--- config.mk ---
export PLATFORM = sky130hd
export DESIGN_NAME = zwait_service
export DESIGN_NICKNAME = d
export VERILOG_FILES = /design/src/rtl/zwait_service.sv
export SDC_FILE = /design/constraint.sdc
export NUM_CORES = 1
export LEC_CHECK = 0
export BUFFER_PORTS_ARGS = -buffer_cell sky130_fd_sc_hd__buf_2
export CORE_ASPECT_RATIO = 1.2
export CORE_UTILIZATION = 49
export CTS_BUF_LIST = sky130_fd_sc_hd__clkbuf_4 sky130_fd_sc_hd__clkbuf_8
export DETAILED_ROUTE_END_ITERATION = 6
export GPL_TIMING_DRIVEN = 0
export PLACE_DENSITY_LB_ADDON = 0.3
export SYNTH_ARGS = -nofsm -noshare
export SYNTH_HDL_FRONTEND = slang
export SYNTH_SLANG_ARGS = --single-unit
--- constraint.sdc ---
create_clock -name fclk -period 1.88 [get_ports fclk]
set_input_delay 0.094 -clock fclk [delete_from_list [all_inputs] [get_ports fclk]]
set_output_delay 0.094 -clock fclk [all_outputs]
set_load 0.03 [all_outputs]
--- src/rtl/zwait_service.sv ---
// Servicing end of the Z80 WAIT protocol: arbitrates synchronized WAIT flags, posts one source to
// the service processor, issues the wait_end release pulse and checks that the flag drops.
module zwait_service #(
  parameter int unsigned END_LEN  = 4,
  parameter int unsigned DRAIN_TO = 255
) (
  input  logic       fclk,
  input  logic       rst,
  input  logic [6:0] waits_in,
  output logic       svc_req,
  output logic [2:0] svc_src,
  input  logic       svc_ack,
  output logic       wait_end,
  output logic       busy,
  output logic       to_err,
  input  logic       err_clr
);

  localparam logic [7:0] EndLoad   = 8'(END_LEN - 1);
  localparam logic [7:0] DrainLoad = 8'(DRAIN_TO - 1);

  typedef enum logic [2:0] {StIdle, StPend, StEnd, StDrain, StGuard} state_e;

  state_e     r_state;
  logic [6:0] r_sync1;
  logic [6:0] r_ws;
  logic [2:0] r_src;
  logic [7:0] r_cnt;
  logic       r_req;
  logic       r_wait_end;
  logic       r_busy;
  logic       r_err;

  logic [2:0] w_pick;
  logic       w_any;
  logic       w_flag;

  always_ff @(posedge fclk or posedge rst) begin
    if (rst) begin
      r_sync1 <= '0;
      r_ws    <= '0;
    end else begin
      r_sync1 <= waits_in;
      r_ws    <= r_sync1;
    end
  end

  // Descending scan so the lowest set index is the one left standing.
  always_comb begin
    w_pick = 3'd0;
    for (int i = 6; i >= 0; i--) begin
      if (r_ws[i]) w_pick = 3'(i);
    end
  end

  assign w_any  = |r_ws;
  assign w_flag = |(r_ws & (7'd1 << r_src));

  always_ff @(posedge fclk or posedge rst) begin
    if (rst) begin
      r_state    <= StIdle;
      r_src      <= 3'd0;
      r_cnt      <= 8'd0;
      r_req      <= 1'b0;
      r_wait_end <= 1'b0;
      r_busy     <= 1'b0;
      r_err      <= 1'b0;
    end else begin
      // A timeout set further down overrides this clear when both land together.
      if (err_clr) r_err <= 1'b0;

      unique case (r_state)
        StIdle: begin
          if (w_any) begin
            r_src   <= w_pick;
            r_req   <= 1'b1;
            r_busy  <= 1'b1;
            r_state <= StPend;
          end
        end
        StPend: begin
          if (!w_flag) begin
            r_req   <= 1'b0;
            r_state <= StGuard;
          end else if (svc_ack) begin
            r_req      <= 1'b0;
            r_wait_end <= 1'b1;
            r_cnt      <= EndLoad;
            r_state    <= StEnd;
          end
        end
        StEnd: begin
          if (r_cnt == 8'd0) begin
            r_wait_end <= 1'b0;
            r_cnt      <= DrainLoad;
            r_state    <= StDrain;
          end else begin
            r_cnt <= r_cnt - 8'd1;
          end
        end
        StDrain: begin
          if (!w_flag) begin
            r_state <= StGuard;
          end else if (r_cnt == 8'd0) begin
            r_err   <= 1'b1;
            r_state <= StGuard;
          end else begin
            r_cnt <= r_cnt - 8'd1;
          end
        end
        StGuard: begin
          r_busy  <= 1'b0;
          r_state <= StIdle;
        end
        default: begin
          r_req      <= 1'b0;
          r_wait_end <= 1'b0;
          r_busy     <= 1'b0;
          r_state    <= StIdle;
        end
      endcase
    end
  end

  assign svc_req  = r_req;
  assign svc_src  = r_src;
  assign wait_end = r_wait_end;
  assign busy     = r_busy;
  assign to_err   = r_err;

endmodule

==> run summary <==
For the overall die area, the log shows 0.003290 mm^2. The clock arrives with 6.477 ps of skew. The number of fill cells was 207; the tightest slew margin relative to the limit was 55.29%.

The mapped netlist covers 0.001501 mm^2. The number of global-route vias before repair was 1,335; the per-cell via count in the routed design was 5.877. The net count of the finished layout is 197. Data on the critical path arrives at its endpoint at 2160 ps. At the pin with the least slew margin, the transition time is 669.9 ps.

In this run, the number of DRC markers left after iteration 0 of detailed routing was 46. Across the run, the number of max-cap violations was 0. Total track usage: 24.95%.

Once detailed placement completed, the half-perimeter wirelength came to 2.110 mm. Setup repair after global routing could not meet its margin everywhere. The number of synthesized register bits came out at 32. The flow ran to the end, but the final reports show violations. The maximum VDD drop is 1171 uV. The worst path uses 102.9% of the clock period. The worst setup margin is -54.64 ps, and the last weighted congestion value of the routability-driven placer is 0.8400. The delay contributed by the slowest stage of the critical path was 390 ps. The peak fanout along the critical path came out at 6. The post-route total power is 0.003069 W, and the share of layout cells above drive strength 1 is 31.72%. Final hold analysis gives a worst-case slack of 233.8 ps. For the DRC violation count after routing, the log shows 0. The largest net degree at the start of global routing was 33; the total CTS buffers was 5. The source-to-sink clock delay at the later pin of the worst-skew pair came out at 330 ps. The most used flip-flop cell after synthesis is sky130_fd_sc_hd__dfrtp_1. The post-synthesis area per instance was 10.65 um^2; the final setup violation count was 2. TritonCTS built the clock tree.

The run gives 2 as the maximum count of clock buffers along a single path. The logs give 53.33% for the sequential area share after synthesis and 2110 ps for the required arrival time at the worst endpoint. In this run the power density over the cells is 1553 mW/mm^2. The number of sinks on the clock net is 32, and the number of enable flip-flop cells after synthesis is 0. The pre-antenna-repair detailed-routing pass consisted of 4 iterations. The checks that failed: negative setup slack. The core box area came out at 0.002864 mm^2. The antenna diode count was 0.

The number of cells produced by synthesis is 141, and the die height is 62.64 um. The deepest level of the CTS H-tree was 2. Synthesis-to-finish area growth: 31.58%. After synthesis, the share of flip-flops with an asynchronous set or reset is 100.0%. Setup total negative slack on the finished layout was measured at -57.55 ps.

The multi-input combinational cells in the finished layout cover a total of 699.4 um^2. The routed design has 3.443 mm of wire. For this design the top-level I/O count stands at 18. The worst setup path is launched from a flop.

After clock tree synthesis, the clock-pin slew on the worst setup and hold paths is 100 ps. Residual antenna-violating net count after detailed routing: 0. In the final routed layout, each cell accounts on average for 15.65 um. Clock tree synthesis selected as its root buffer the cell sky130_fd_sc_hd__clkbuf_4. Counting distinct cell types in the post-synthesis netlist gives 45. After layout, the minimum clock period comes to 1935 ps.

The total number of vias is 1,293, and the first-pass GRT wire length is 6.003 mm. STA classifies the critical path endpoint as a flop. Summed over all layers, the global routing overflow is 0. The number of failing hold endpoints at the final stage was 0.

The tools report the flip-flop and latch area as 802.0 um^2. The worst min-delay path category was primary input to flop. The floorplan step set the die width to 52.53 um. The number of warning messages in the yosys log came out at 0. Cell family contributing the most delay on the critical path: simple AND/OR/NAND/NOR gates. The count of pins over their slew limit is 0. The buffers plus inverters on the worst setup path was 3. Traced cell by cell, the critical path runs through inv_2 -> ha_4 -> nor4b_4 -> a311oi_2 -> nand3_2 -> and2_4 -> buf_6 -> inv_6 -> mux2_4.

Row generation in the floorplan step produced 21 rows. Once the floorplan was initialized, standard cells occupied 52.42% of the core. The number of nets in the synthesized netlist was 153; the count of buffers from port buffering was 17. The worst setup path is of the flop to flop kind. On the critical path, the stage with the largest delay is an instance of sky130_fd_sc_hd__dfrtp_1. For this design the static power due to leakage is 0.8852 nW. The logs give 516.9 MHz for the timing-limited maximum frequency and 0 for the initial antenna violation count.
==> worst min-delay path, cell delays in order <==
cell                       delay, ps
sky130_fd_sc_hd__buf_2           110
sky130_fd_sc_hd__inv_1            50
sky130_fd_sc_hd__o211ai_1        150
sky130_fd_sc_hd__o311ai_0        110
==> synth_stat cells (2+ instances only) <==
cell type,n,area (um^2)
sky130_fd_sc_hd__inv_1,9,33.78
sky130_fd_sc_hd__nand3_1,2,10.01
sky130_fd_sc_hd__o21ai_0,6,30.03
sky130_fd_sc_hd__nor3_1,4,20.02
sky130_fd_sc_hd__o211ai_1,2,15.01
sky130_fd_sc_hd__o32a_2,2,22.52
sky130_fd_sc_hd__dfrtp_1,32,800.8
sky130_fd_sc_hd__or3_1,2,12.51
sky130_fd_sc_hd__nand2_1,9,33.78
sky130_fd_sc_hd__a211oi_1,2,15.01
sky130_fd_sc_hd__a22o_1,2,17.52
sky130_fd_sc_hd__a21oi_1,12,60.06
sky130_fd_sc_hd__nor2_1,13,48.80
sky130_fd_sc_hd__clkbuf_1,3,11.26
sky130_fd_sc_hd__a311oi_1,2,17.52
sky130_fd_sc_hd__nor2b_1,4,25.02
sky130_fd_sc_hd__o22ai_1,2,12.51
sky130_fd_sc_hd__a31oi_1,3,18.77
sky130_fd_sc_hd__mux2i_1,3,30.03
sky130_fd_sc_hd__nand3b_1,2,15.01
==> metal layers <==
metal	GRT usage (%)	wire length, um
met5	0	0
met4	11.84	23
met1	31.42	1468
met3	8.273	160
met2	37.82	1791
==> repair_timing <==
item                                    4_1_cts  5_1_grt
hold endpoints to repair                      8       15
endpoints found under the setup margin        6        6
pin swaps                                     3        3
hold buffers                                  8        1
buffers inserted                              7        3
resized for setup                             8        7
==> state kept, by name, summed over array words and instances, names as in the netlist <==
name and count:
r_cnt 8, r_sync1 7, r_ws 7, r_state 3, svc_src 3, busy 1
svc_req 1, to_err 1, wait_end 1
==> placed cells by master, fill, tap and decap left out, types with 3 or more instances in the layout <==
cell type | synthesis | routed
sky130_fd_sc_hd__buf_4 | 0 | 8
sky130_fd_sc_hd__nand2_1 | 9 | 9
sky130_fd_sc_hd__a21oi_1 | 12 | 12
sky130_fd_sc_hd__o21ai_0 | 6 | 6
sky130_fd_sc_hd__inv_1 | 9 | 7
sky130_fd_sc_hd__dlygate4sd3_1 | 0 | 9
sky130_fd_sc_hd__clkbuf_4 | 0 | 6
sky130_fd_sc_hd__mux2i_1 | 3 | 3
sky130_fd_sc_hd__buf_2 | 0 | 17
sky130_fd_sc_hd__a31oi_1 | 3 | 3
sky130_fd_sc_hd__nor2b_1 | 4 | 3
sky130_fd_sc_hd__dfrtp_1 | 32 | 31
sky130_fd_sc_hd__buf_6 | 1 | 3
sky130_fd_sc_hd__nor2_1 | 13 | 12
==> cell type report <==
type	count	share of cell area, %
Tap cell	34	2.153
Timing Repair Buffer	37	14.44
Multi-Input combinational cell	95	35.40
Clock buffer	6	2.280
Inverter	10	2.153
Clock inverter	2	1.773
Buffer	4	1.203
Sequential cell	32	40.60
==> through the flow <==
stage / std cells / utilization (%) / instance area, um^2 / setup slack (ps)
4_1_cts: 215 / 66.10 / 1893 / 4.125
5_1_grt: 220 / 68.98 / 1976 / -103.7
3_3_place_gp: 192 / 57.32 / 1642 / -142.1
2_1_floorplan: 141 / - / 1514 / 1.251
6_report: 220 / 68.98 / 1976 / -54.64
3_5_place_dp: 192 / 57.32 / 1642 / -190.1
==> cells by family (layout without fill, tap and decap cells) <==
family	count (synthesis)	count (layout)	share of synthesized area (%)
muxes	4	4	3.000
and+or+nand+nor	46	46	16.67
DFF	32	32	53.33
buffers and inverters	14	59	4.333
adders and majority gates	1	1	0.8332
AOI/OAI and AO/OA	44	44	21.83
==> worst paths after layout <==
path                            start         end  slack, ps  cells after the start
min in group asynchronous         rst     r_ws[6]        390                      3
min                           svc_ack  r_state[0]        230                      4
max                          r_cnt[0]    r_cnt[0]        -50                      9
max in group asynchronous         rst    r_cnt[6]        970                      4
min reg2reg                r_sync1[5]     r_ws[5]        350                      0
max reg2reg                  r_cnt[0]    r_cnt[0]        -50                      9
==> power breakdown <==
part / internal [W] / switching (W) / total (W)
clock: 0.000293 / 0.000240 / 0.000533
sequential: 0.000855 / 0.000191 / 0.00105
combinational: 0.000653 / 0.000837 / 0.00149
total: 0.00180 / 0.00127 / 0.00307
(Power assumes the default switching activity.)
